$ cat src/rtl/adder_pipe_lut_pkg.sv
// rtl/adder_pipe_lut_pkg.sv - shared constants, LUT field layout and stage state type for adder_pipe_lut
package adder_pipe_lut_pkg;

    // Default number of operand bits resolved by one LUT slice
    localparam int SLICE_DEFAULT = 2;

    // Bit position of the sum field inside a LUT output word
    localparam int LUT_SUM_LSB = 0;

    // Occupancy of one pipeline stage
    typedef enum logic {
        STAGE_EMPTY = 1'b0,
        STAGE_FULL  = 1'b1
    } stage_state_t;

    // LUT address is {a_slice, b_slice, cin}
    function automatic int lut_addr_w(input int slice);
        return 2 * slice + 1;
    endfunction

    // LUT output is {carry, sum_slice}
    function automatic int lut_out_w(input int slice);
        return slice + 1;
    endfunction

    // Carry sits directly above the sum field
    function automatic int lut_carry_pos(input int slice);
        return slice;
    endfunction

    // Top bit of the sum field
    function automatic int lut_sum_msb(input int slice);
        return LUT_SUM_LSB + slice - 1;
    endfunction

endpackage

$ cat src/rtl/adder_pipe_lut_slice_add_lut.sv
// rtl/adder_pipe_lut_slice_add_lut.sv - combinational table lookup adding one SLICE-bit slice with carry
module slice_add_lut
    import adder_pipe_lut_pkg::*;
#(
    parameter int SLICE = SLICE_DEFAULT
) (
    input  logic [SLICE-1:0] a,
    input  logic [SLICE-1:0] b,
    input  logic             cin,
    output logic [SLICE-1:0] sum,
    output logic             carry
);

    localparam int ADDR_W    = lut_addr_w(SLICE);
    localparam int OUT_W     = lut_out_w(SLICE);
    localparam int DEPTH     = 1 << ADDR_W;
    localparam int CARRY_POS = lut_carry_pos(SLICE);
    localparam int SUM_MSB   = lut_sum_msb(SLICE);

    // Table contents: each address decodes to its own slice operands and carry in
    function automatic logic [OUT_W-1:0] lut_entry(input logic [ADDR_W-1:0] addr);
        logic [OUT_W-1:0] ea;
        logic [OUT_W-1:0] eb;
        logic [OUT_W-1:0] ec;
        ea = OUT_W'(addr[ADDR_W-1 -: SLICE]);
        eb = OUT_W'(addr[SLICE -: SLICE]);
        ec = OUT_W'(addr[0]);
        return ea + eb + ec;
    endfunction

    logic [OUT_W-1:0]  lut_rom [DEPTH];
    logic [ADDR_W-1:0] addr;
    logic [OUT_W-1:0]  entry;

    // Constant ROM; synthesis folds it into a fixed lookup network
    for (genvar i = 0; i < DEPTH; i++) begin : g_rom
        assign lut_rom[i] = lut_entry(ADDR_W'(i));
    end

    assign addr  = {a, b, cin};
    assign entry = lut_rom[addr];
    assign sum   = entry[SUM_MSB:LUT_SUM_LSB];
    assign carry = entry[CARRY_POS];

endmodule

$ cat src/rtl/adder_pipe_lut.sv
// rtl/adder_pipe_lut.sv - slice-pipelined LUT adder with valid/ready flow control; ADDER_PIPE_LUT_OVF_EN adds the ovf output
module adder_pipe_lut
    import adder_pipe_lut_pkg::*;
#(
    parameter int WIDTH = 8,
    parameter int SLICE = SLICE_DEFAULT
) (
    input  logic             clk,
    input  logic             reset,
    input  logic [WIDTH-1:0] a,
    input  logic [WIDTH-1:0] b,
    input  logic             cin,
    input  logic             in_valid,
    output logic             in_ready,
    output logic [WIDTH-1:0] s,
    output logic             cout,
    output logic             out_valid,
    input  logic             out_ready
`ifdef ADDER_PIPE_LUT_OVF_EN
    ,
    output logic             ovf
`endif
);

    localparam int NSLICE = (SLICE < 1) ? 1 : WIDTH / SLICE;

    // Reject slicings that cannot tile the operand width
    if (SLICE < 1) begin : g_bad_slice
        $error("adder_pipe_lut: SLICE must be at least 1");
    end else if (WIDTH % SLICE != 0) begin : g_bad_width
        $error("adder_pipe_lut: WIDTH must be a multiple of SLICE");
    end

    // Whole pipeline moves together; a blocked output freezes every stage
    logic advance;

    // Per-stage occupancy
    stage_state_t state_q     [NSLICE];
    stage_state_t state_d     [NSLICE];
    logic         stage_valid [NSLICE];

    // Per-stage data: operands ride along so upper slices reach their stage,
    // finished lower sum slices accumulate in s_q
    logic [WIDTH-1:0] a_q [NSLICE];
    logic [WIDTH-1:0] b_q [NSLICE];
    logic [WIDTH-1:0] s_q [NSLICE];
    logic             c_q [NSLICE];

    // What each stage would load on advance
    logic             up_full [NSLICE];
    logic [WIDTH-1:0] up_a    [NSLICE];
    logic [WIDTH-1:0] up_b    [NSLICE];
    logic [WIDTH-1:0] up_s    [NSLICE];
    logic             up_c    [NSLICE];
    logic [WIDTH-1:0] s_d     [NSLICE];

    logic [SLICE-1:0] slice_sum   [NSLICE];
    logic             slice_carry [NSLICE];

    assign in_ready = !(out_valid && !out_ready);
    assign advance  = in_ready;

    for (genvar k = 0; k < NSLICE; k++) begin : g_stage
        if (k == 0) begin : g_head
            assign up_full[k] = in_valid;
            assign up_a[k]    = a;
            assign up_b[k]    = b;
            assign up_s[k]    = '0;
            assign up_c[k]    = cin;
        end else begin : g_body
            assign up_full[k] = stage_valid[k-1];
            assign up_a[k]    = a_q[k-1];
            assign up_b[k]    = b_q[k-1];
            assign up_s[k]    = s_q[k-1];
            assign up_c[k]    = c_q[k-1];
        end

        slice_add_lut #(
            .SLICE (SLICE)
        ) u_slice (
            .a     (up_a[k][k*SLICE +: SLICE]),
            .b     (up_b[k][k*SLICE +: SLICE]),
            .cin   (up_c[k]),
            .sum   (slice_sum[k]),
            .carry (slice_carry[k])
        );
    end

    // Insert each stage's freshly computed slice into the partial sum it inherits
    always_comb begin
        for (int k = 0; k < NSLICE; k++) begin
            s_d[k] = up_s[k];
            s_d[k][k*SLICE +: SLICE] = slice_sum[k];
        end
    end

    // Stage occupancy register
    always_ff @(posedge clk or posedge reset) begin
        if (reset) begin
            for (int k = 0; k < NSLICE; k++) begin
                state_q[k] <= STAGE_EMPTY;
            end
        end else begin
            for (int k = 0; k < NSLICE; k++) begin
                state_q[k] <= state_d[k];
            end
        end
    end

    // Occupancy next state: on advance each stage takes its upstream's occupancy
    always_comb begin
        for (int k = 0; k < NSLICE; k++) begin
            state_d[k] = state_q[k];
            if (advance) begin
                state_d[k] = up_full[k] ? STAGE_FULL : STAGE_EMPTY;
            end
        end
    end

    // Occupancy decode
    always_comb begin
        for (int k = 0; k < NSLICE; k++) begin
            stage_valid[k] = (state_q[k] == STAGE_FULL);
        end
    end

    // Stage data registers; bubbles move data too, their valid bit keeps them harmless
    always_ff @(posedge clk or posedge reset) begin
        if (reset) begin
            for (int k = 0; k < NSLICE; k++) begin
                a_q[k] <= '0;
                b_q[k] <= '0;
                s_q[k] <= '0;
                c_q[k] <= 1'b0;
            end
        end else if (advance) begin
            for (int k = 0; k < NSLICE; k++) begin
                a_q[k] <= up_a[k];
                b_q[k] <= up_b[k];
                s_q[k] <= s_d[k];
                c_q[k] <= slice_carry[k];
            end
        end
    end

    assign s         = s_q[NSLICE-1];
    assign cout      = c_q[NSLICE-1];
    assign out_valid = stage_valid[NSLICE-1];

`ifdef ADDER_PIPE_LUT_OVF_EN
    // Signed overflow: like-signed operands giving an opposite-signed sum
    assign ovf = (a_q[NSLICE-1][WIDTH-1] == b_q[NSLICE-1][WIDTH-1]) &&
                 (s_q[NSLICE-1][WIDTH-1] != a_q[NSLICE-1][WIDTH-1]);
`endif

endmodule

$ cat config.mk
export PLATFORM = sky130hd
export DESIGN_NAME = adder_pipe_lut
export DESIGN_NICKNAME = d
export VERILOG_FILES = /design/src/rtl/adder_pipe_lut_pkg.sv /design/src/rtl/adder_pipe_lut_slice_add_lut.sv /design/src/rtl/adder_pipe_lut.sv
export SDC_FILE = /design/constraint.sdc
export NUM_CORES = 1
export LEC_CHECK = 0
export CAP_MARGIN = 10
export CORE_MARGIN = 2
export CORE_UTILIZATION = 35
export CTS_CLUSTER_DIAMETER = 100
export DETAILED_ROUTE_END_ITERATION = 8
export PLACE_DENSITY = 0.56
export SLEW_MARGIN = 20
export SYNTH_ARGS = -nofsm -noshare
export SYNTH_HDL_FRONTEND = slang
export SYNTH_HIERARCHICAL = 1
export SYNTH_SLANG_ARGS = --single-unit
$ cat constraint.sdc
create_clock -name clk -period 2.55 [get_ports clk]
set_clock_uncertainty 0.15 [all_clocks]
set_input_delay 0.51 -clock clk [delete_from_list [all_inputs] [get_ports clk]]
set_output_delay 0.51 -clock clk [all_outputs]
set_load 0.01 [all_outputs]
# --- Word level (Yosys, flattened, before mapping) ---
# Memory sizes are Yosys's and may differ from the RTL's. A register that Yosys moved wholly into a read port is not among the register bits.
# Index checks and enable logic that the tools add are counted.
word_totals:
  word_cells: 41
  rom_bits: 384
  mem_bits_rw: 0
  latchBits: 0
  reg_bits: 70
  out_inout_bits: 11
  memories: 4
  in_bits: 21
mem_list:
  columns: ["name", "depth", "width", "rd", "rd_ports_with_merged_regs", "write_ports", "line", "source"]
  rows:
  - ["(no name shown)", 32, 3, 1, 1, 0, "adder_pipe_lut_slice_add_lut.sv:41", "assign entry = lut_rom[addr];"]
  - ["(no name shown)", 32, 3, 1, 1, 0, "adder_pipe_lut_slice_add_lut.sv:41", null]
  - ["(no name shown)", 32, 3, 1, 1, 0, "adder_pipe_lut_slice_add_lut.sv:41", null]
  - ["(no name shown)", 32, 3, 1, 1, 0, "adder_pipe_lut_slice_add_lut.sv:41", null]
op_classes:
  eq_ne: 0
  n_mul: 0
  n_shift: 0
  add_sub_neg: 0
  div_mod_pow: 0
  n_mux: 10
  n_lt_le_gt_ge: 3
  bitwise: 4
  n_reduce_logical: 7
ops:
  columns: ["operator", "count"]
  rows:
  - ["$not 5->6", 4]
  - ["$ge 6x6->1 const B", 3]
  - ["$mux 3", 6]
  - ["$logic_not 1->1", 6]
  - ["$mux 1", 4]
  - ["$logic_and 1x1->1", 1]

# --- Logic depth before layout (Yosys ltp) ---
# Gate-level depths: netlist (run 1).
depth:
  ltp_word: 4
  depth_mapped: 5
  depth_no_buf: 5

# --- Hierarchy ---
# The synthesis (run 1) kept the hierarchy.
modules_own_cells:
  columns: ["mod", "cells_each", "area_per_inst_um2", "n_inst", "seq_area_each_um2"]
  rows:
  - ["adder_pipe_lut", 112, 2058.2, 1, 1301.2]
  - ["slice_add_lut", 14, 123.9, 4, 0.0]

# --- Worst setup path after synthesis (run 1) ---
# Ideal clock, no wire load.
synth_path:
  path_type: "input to register"
  start: "input port b[0]"
  end: "register s_q, in the netlist s_d[17]"
  path_stages: 5
  arrival_time_ns: 1.447
  slack_ns: 0.827
  path_cell_list: "inv_1 > ha_1 > inv_1 > mux4_2 > mux2_4"
synth_via:
  elab_chain_cells: 1
synth_rtl:
  columns: ["element", "line", "source"]
  rows:
  - ["start, declared", "adder_pipe_lut.sv:11", "input logic [WIDTH-1:0] b,"]
  - ["$not 5->6 (implied by the code)", "adder_pipe_lut_slice_add_lut.sv:41", null]
  - ["end, declared", "adder_pipe_lut.sv:46", "logic [WIDTH-1:0] s_q [NSLICE];"]
# No other way between the ends.
# A chain may end at the register's enable or synchronous reset.

# --- Worst setup path in the final report (run 1) ---
layout_path:
  start: "input port out_ready"
  end: "output port in_ready"
layout_via:
  elab_chain_cells: 3
layout_rtl:
  columns: ["element", "line", "source"]
  rows:
  - ["start, declared", "adder_pipe_lut.sv:18", "input logic out_ready"]
  - ["$logic_not 1->1", "adder_pipe_lut.sv:60", "assign in_ready = !(out_valid && !out_ready);"]
  - ["$logic_and 1x1->1", "adder_pipe_lut.sv:60", null]
  - ["$logic_not 1->1", "adder_pipe_lut.sv:60", null]
  - ["end, declared", "adder_pipe_lut.sv:14", "output logic in_ready,"]
# No other way between the ends.

==> results.sh, run 1 <==
export IMPL_report_final_slew_viol_count=0
export IMPL_nFillCells=695
export IMPL_core_area_um2=7180
export IMPL_synth_cells=168
export IMPL_hold_depth=1
export IMPL_fin_crit_sh_pct=89.6
export IMPL_grt_pass1_vias=1368
export IMPL_dp_cells=296
export IMPL_p_leak_nw=1.39
export IMPL_layout_common_cells="dfrtp_1 (52), clkdlybuf4s50_1 (31), mux2_4 (28)"
export IMPL_synth_cell_type_count=16
export IMPL_rows=31
export IMPL_multi_input_area_um2=1130
export IMPL_synth_nets=205
export IMPL_syn_area_um2=2550
export IMPL_synth_warnings=6
export IMPL_cts_sinks=52
export IMPL_ff_latch_area_um2=1300
export IMPL_post_cts_buffers=0
export IMPL_cts_tree="done"
export IMPL_fin_setup_tns_ns=0
export IMPL_fp_dieW_um=89.4
export IMPL_grt_pass1_wl_um=6220
export IMPL_critPathRequiredTime_ns=1.89
export IMPL_ys_seq_area_share_pct=51.0
export IMPL_layout_nets=241
export IMPL_min_delay_start="stage_valid[1]"
export IMPL_worstPathMaxFanout=2
export IMPL_reg2reg_to="s_d[5]"
export IMPL_crit_arrival_ns=1.62
export IMPL_dieArea_um2=8000
export IMPL_tightest_slew_ns=0.577
export IMPL_holdBufCountCts=0
export IMPL_drc_errors=0
export IMPL_gp_congestion=0.680
export IMPL_ctsResizeCount=0
export IMPL_ys_ff_latch=52
export IMPL_cp_start_kind="primary input"
export IMPL_setup_violations=0
export IMPL_grt_ovfl_total=0
export IMPL_layout_commonest_cell="dfrtp_1"
export IMPL_htree_levels=2
export IMPL_drv_cap=0
export IMPL_post_route_min_period_ns=2.28
export IMPL_max_freq_mhz=438
export IMPL_wl_per_cell_um=12.0
export IMPL_grt_max_degree=53
export IMPL_final_cells=304
export IMPL_path_clk_slew_ns=0.09
export IMPL_reg2regPathDepth=5
export IMPL_worst_slew_margin_rel_pct=61.5
export IMPL_cts_root_buffer="clkbuf_8"
export IMPL_r2r_slack_ns=0.85
export IMPL_numPortBuffers=31
export IMPL_via_count=1314
export IMPL_track_usage_pct=10.2
export IMPL_area_growth_pct=20.0
export IMPL_die_h_um=89.4
export IMPL_start_util_pct=35.6
export IMPL_critical_path_class="primary input to output port"
export IMPL_hold_end="out_valid"
export IMPL_grt_setup_unrepaired="false"
export IMPL_drt_pass1_iter_count=3
export IMPL_cp_end_kind="output port"
export IMPL_wirelength_um=3650
export IMPL_drive_gt1_share_pct=33.7
export IMPL_dpl_hpwl_um=2370
export IMPL_n_antenna_cell=0
export IMPL_irDropWorstVdd_uv=270
export IMPL_syn_avg_cell_area_um2=15.2
export IMPL_ant_nets=0
export IMPL_grt_antenna_before_repair=0
export IMPL_clk_path_buf_depth=2
export IMPL_status="complete, no violations"
export IMPL_cts_inserted_buffers=5
export IMPL_ios=32
export IMPL_insertion_delay_ns=0.30
export IMPL_power_density_nw_per_um2=1080
export IMPL_drtIter0Drc=35
export IMPL_hold_path_class="flip-flop to flip-flop"
export IMPL_finalHoldViolations=0
export IMPL_r2r_start="b_q[20]"
export IMPL_routed_via_density=4.32
## worst max-delay path by stage
stage | startpoint | end | slack (ns)
after detailed placement | out_ready | b_q[20] | 0.25
after floorplan | reset | a_q[14] | 0.63
after global placement | out_ready | in_ready | 0.26
after CTS | out_ready | in_ready | 0.26
after global routing | out_ready | in_ready | 0.20
final | out_ready | in_ready | 0.27
## stage by stage
step | power, mW | utilization, % | instance area, um2 | hold WS, ns | setup slack, ns
CTS | 3.37 | 42.7 | 3070 | 0.324 | 0.258
global placement | 2.85 | 41.4 | 2970 | 0.305 | 0.262
floorplan | 2.50 | - | 2550 | 0.280 | 0.632
finish | 3.30 | 42.7 | 3070 | 0.315 | 0.265
detailed placement | 2.87 | 41.4 | 2970 | 0.303 | 0.249
global route | 3.58 | 42.7 | 3070 | 0.343 | 0.200
## kinds of logic (layout without fill, tap and decap cells)
| logic type | after synthesis | count (layout) | share of synthesized area [%] |
|---|---|---|---|
| AND/OR/NAND/NOR | 6 | 6 | 1.37 |
| XOR/XNOR | 8 | 8 | 2.74 |
| buffers and inverters | 23 | 60 | 4.61 |
| flip-flops | 52 | 52 | 51.0 |
| AO/OA/AOI/OAI | 4 | 4 | 0.784 |
| multiplexers | 55 | 55 | 30.1 |
| adder cells (fa/ha/maj) | 20 | 20 | 9.41 |
## critical path: stages
cell	delay, ns
clkdlybuf4s50_1	0.50
nor2b_4	0.05
inv_2	0.05
clkdlybuf4s50_1	0.52
## power breakdown
group,internal [mW],switching [mW],total (mW)
Clock,0.217,0.265,0.482
Sequential,1.18,0.237,1.42
Combinational,0.942,0.458,1.40
## synthesized netlist by cell type
cell type  number  share of area (%)
xor2_1          4                1.4
nor2_1          4               0.59
mux4_2          4                3.5
inv_2           1               0.15
inv_1          17                2.5
maj3_1          4                1.6
mux2_2         23                 10
buf_2           1               0.20
nand2b_1        1               0.25
mux2_4         28                 16
nor2b_4         1               0.54
buf_6           4                1.8
ha_1           16                7.8
xnor2_1         4                1.4
a21oi_1         4               0.78
dfrtp_1        52                 51
## layer usage
layer	track usage [%]	vias to the layer above	share of wire, %
met1	13.8	654	49
met2	15.6	21	46
li1	-	633	-
met5	0	-	0
met3	2.49	6	3.5
met4	4.07	0	1.5
## sequential cells by signal, summed over array words and instances, names as in the netlist
| register | cells |
|---|---|
| stage_valid | 3 |
| out_valid | 1 |
| s | 8 |
| a_q | 12 |
| b_q | 12 |
| s_d | 12 |
| cout | 1 |
| c_q | 3 |
## final cells by class
| type | count | area share, % |
|---|---|---|
| Sequential cell | 52 | 42.4 |
| Multi-Input combinational cell | 93 | 37.0 |
| Timing Repair Buffer | 34 | 11.3 |
| Tap cell | 99 | 4.04 |
| Clock buffer | 6 | 2.69 |
| Inverter | 18 | 2.20 |
| Clock inverter | 2 | 0.327 |
Note: power is estimated with default switching activity, not from simulation.
==> run 2, diff against run 1 <==
- CAP_MARGIN: 10 -> 30
- CORE_MARGIN: 2 -> not set
- PLACE_DENSITY: 0.56 -> 0.58
- clock period: 2.55 -> 2.1 ns (I/O delays scaled with it)
==> run 2 against run 1 <==
  * Core utilization increased by 2.4 points
  * Via count rose by 1.2%
  * Largest cell class unchanged
  * Routed wire length is 0.79% higher
  * Count of clock-buffer cells in the layout is 1 lower
  * Worst hold slack got worse by 0.065 ns
  * Highest routed layer unchanged
  * Non-clock buffer count is 3 higher
  * First-iteration DRC count decreased by 11%
  * Combinational power increased by 23%
  * Final cell count unchanged
  * Sequential power up 21%
==> results.sh, run 2 (synthesis gave the netlist of run 1 again) <==
export IMPL_dp_cells=296
export IMPL_finalHoldViolations=0
export IMPL_grt_setup_unrepaired="false"
export IMPL_tightest_slew_ns=0.376
export IMPL_r2r_slack_ns=0.40
export IMPL_ff_latch_area_um2=1300
export IMPL_fin_util_pct=45.1
export IMPL_insertion_delay_ns=0.30
export IMPL_drc_errors=0
export IMPL_finalPower_mw=4.14
export IMPL_layout_nets=244
export IMPL_crit_chain="clkdlybuf4s50_1 > nor2b_4 > inv_2 > dlygate4sd2_1"
export IMPL_critPathMaxStageDelay_ns=0.44
export IMPL_numPortBuffers=31
export IMPL_hold_path_class="primary input to asynchronous set/reset pin"
export IMPL_grt_pass1_vias=1365
export IMPL_path_delay_family="buffers and inverters"
export IMPL_die_h_um=87.4
export IMPL_drt_pass1_iter_count=4
export IMPL_design_area_um2=3120
export IMPL_cp_start_kind="primary input"
export IMPL_worstPathMaxFanout=2
export IMPL_fp_dieW_um=87.4
export IMPL_ios=32
export IMPL_power_density_nw_per_um2=1330
export IMPL_via_count=1330
export IMPL_gp_congestion=0.639
export IMPL_path_clk_slew_ns=0.10
export IMPL_worst_slew_margin_rel_pct=74.9
export IMPL_final_cells=304
export IMPL_drv_cap=0
export IMPL_track_usage_pct=10.9
export IMPL_status="complete, no violations"
export IMPL_htree_levels=2
export IMPL_setup_violations=0
export IMPL_ant_nets=0
export IMPL_wl_per_cell_um=12.1
export IMPL_critPathBufInv=3
export IMPL_clk_path_buf_depth=2
export IMPL_n_antenna_cell=0
export IMPL_drive_gt1_share_pct=34.6
export IMPL_cp_end_kind="output port"
export IMPL_crit_arrival_ns=1.30
export IMPL_grt_antenna_before_repair=0
export IMPL_rows=30
export IMPL_cts_root_buffer="clkbuf_8"
export IMPL_multi_input_area_um2=1130
export IMPL_cts_inserted_buffers=5
export IMPL_start_util_pct=37.0
export IMPL_post_cts_buffers=0
export IMPL_irDropWorstVdd_uv=360
export IMPL_cts_sinks=52
export IMPL_area_growth_pct=22.1
export IMPL_critical_path_class="primary input to output port"
export IMPL_grt_ovfl_total=0
export IMPL_routed_via_density=4.38
export IMPL_fin_crit_sh_pct=89.1
export IMPL_critPathRequiredTime_ns=1.53
export IMPL_dieArea_um2=7640
export IMPL_layout_common_cells="dfrtp_1 (52), clkdlybuf4s50_1 (30), mux2_4 (28)"
export IMPL_cts_tree="done"
export IMPL_hold_worst_slack_ns=0.250
export IMPL_dpl_cell_area_um2=3000
export IMPL_dpl_hpwl_um=2500
export IMPL_layout_commonest_cell="dfrtp_1"
export IMPL_grt_max_degree=38
export IMPL_p_leak_nw=1.41
export IMPL_ctsResizeCount=1
export IMPL_cpMaxStageDelayCell="clkdlybuf4s50_1"
export IMPL_report_final_slew_viol_count=0
export IMPL_post_route_min_period_ns=1.87
export IMPL_wirelength_um=3680
export IMPL_core_area_um2=6910
export IMPL_grt_pass1_wl_um=6330
export IMPL_max_freq_mhz=534
export IMPL_drtIter0Drc=31
export IMPL_holdBufCountCts=0
export IMPL_nFillCells=664
run 2: changes by cell type in the layout (fill, tap and decap cells not counted), sizes merged:
cell           previous run  this run
clkinvlp                  0         1
clkbuf                    6         5
clkinv                    2         0
inv                      18        19
buf                       3         6
clkdlybuf4s50            31        30
bufinv                    0         1
dlygate4sd2               0         1
run 2: area by class of cell:
cell class	count	area share, %
clock inverters	3	1.48
inverters	18	2.17
clock buffers	5	2.21
repair buffers	37	12.2
multi-input cells	93	36.4
flip-flops and latches	52	41.7
well taps	96	3.85
run 2: final timing paths:
check	depth (start not counted)	startpoint	end
min	2	reset	stage_valid[1]
min in group clk	1	stage_valid[1]	out_valid
max reg2reg	5	b_q[20]	s_d[5]
min reg2reg	1	stage_valid[1]	out_valid
max	4	out_ready	in_ready
max in group asynchronous	3	reset	s[2]
run 2: per-stage QoR:
| step | TNS, ns | worst slack [ns] |
|---|---|---|
| floorplan | 0 | 0.272 |
| global placement | -0.0608 | -0.0424 |
| detailed placement | -0.131 | -0.0836 |
| CTS | 0 | 0.223 |
| global route | 0 | 0.196 |
| finish | 0 | 0.228 |
run 2: power by group:
part	internal (mW)	leakage (nW)	switching (mW)
Sequential	1.44	0.604	0.287
Combinational	1.16	0.755	0.562
Clock	0.359	0.0548	0.338
Total	2.96	1.41	1.19
run 2: worst register-to-register path, delay by kind of cell, from the launching register on:
kind | cells | cell delay [ns]
adder cells (fa/ha/maj) | 1 | 0.17
buffers and inverters | 2 | 0.14
flip-flops | 1 | 0.43
multiplexers | 2 | 0.71
run 2: metal layers:
layer | track usage [%] | vias to the layer above | share of wire, %
met5 | 0 | - | 0
met1 | 14.0 | 661 | 47
met4 | 5.81 | 0 | 1.9
li1 | - | 644 | -
met2 | 17.4 | 20 | 48
met3 | 2.09 | 5 | 3.1
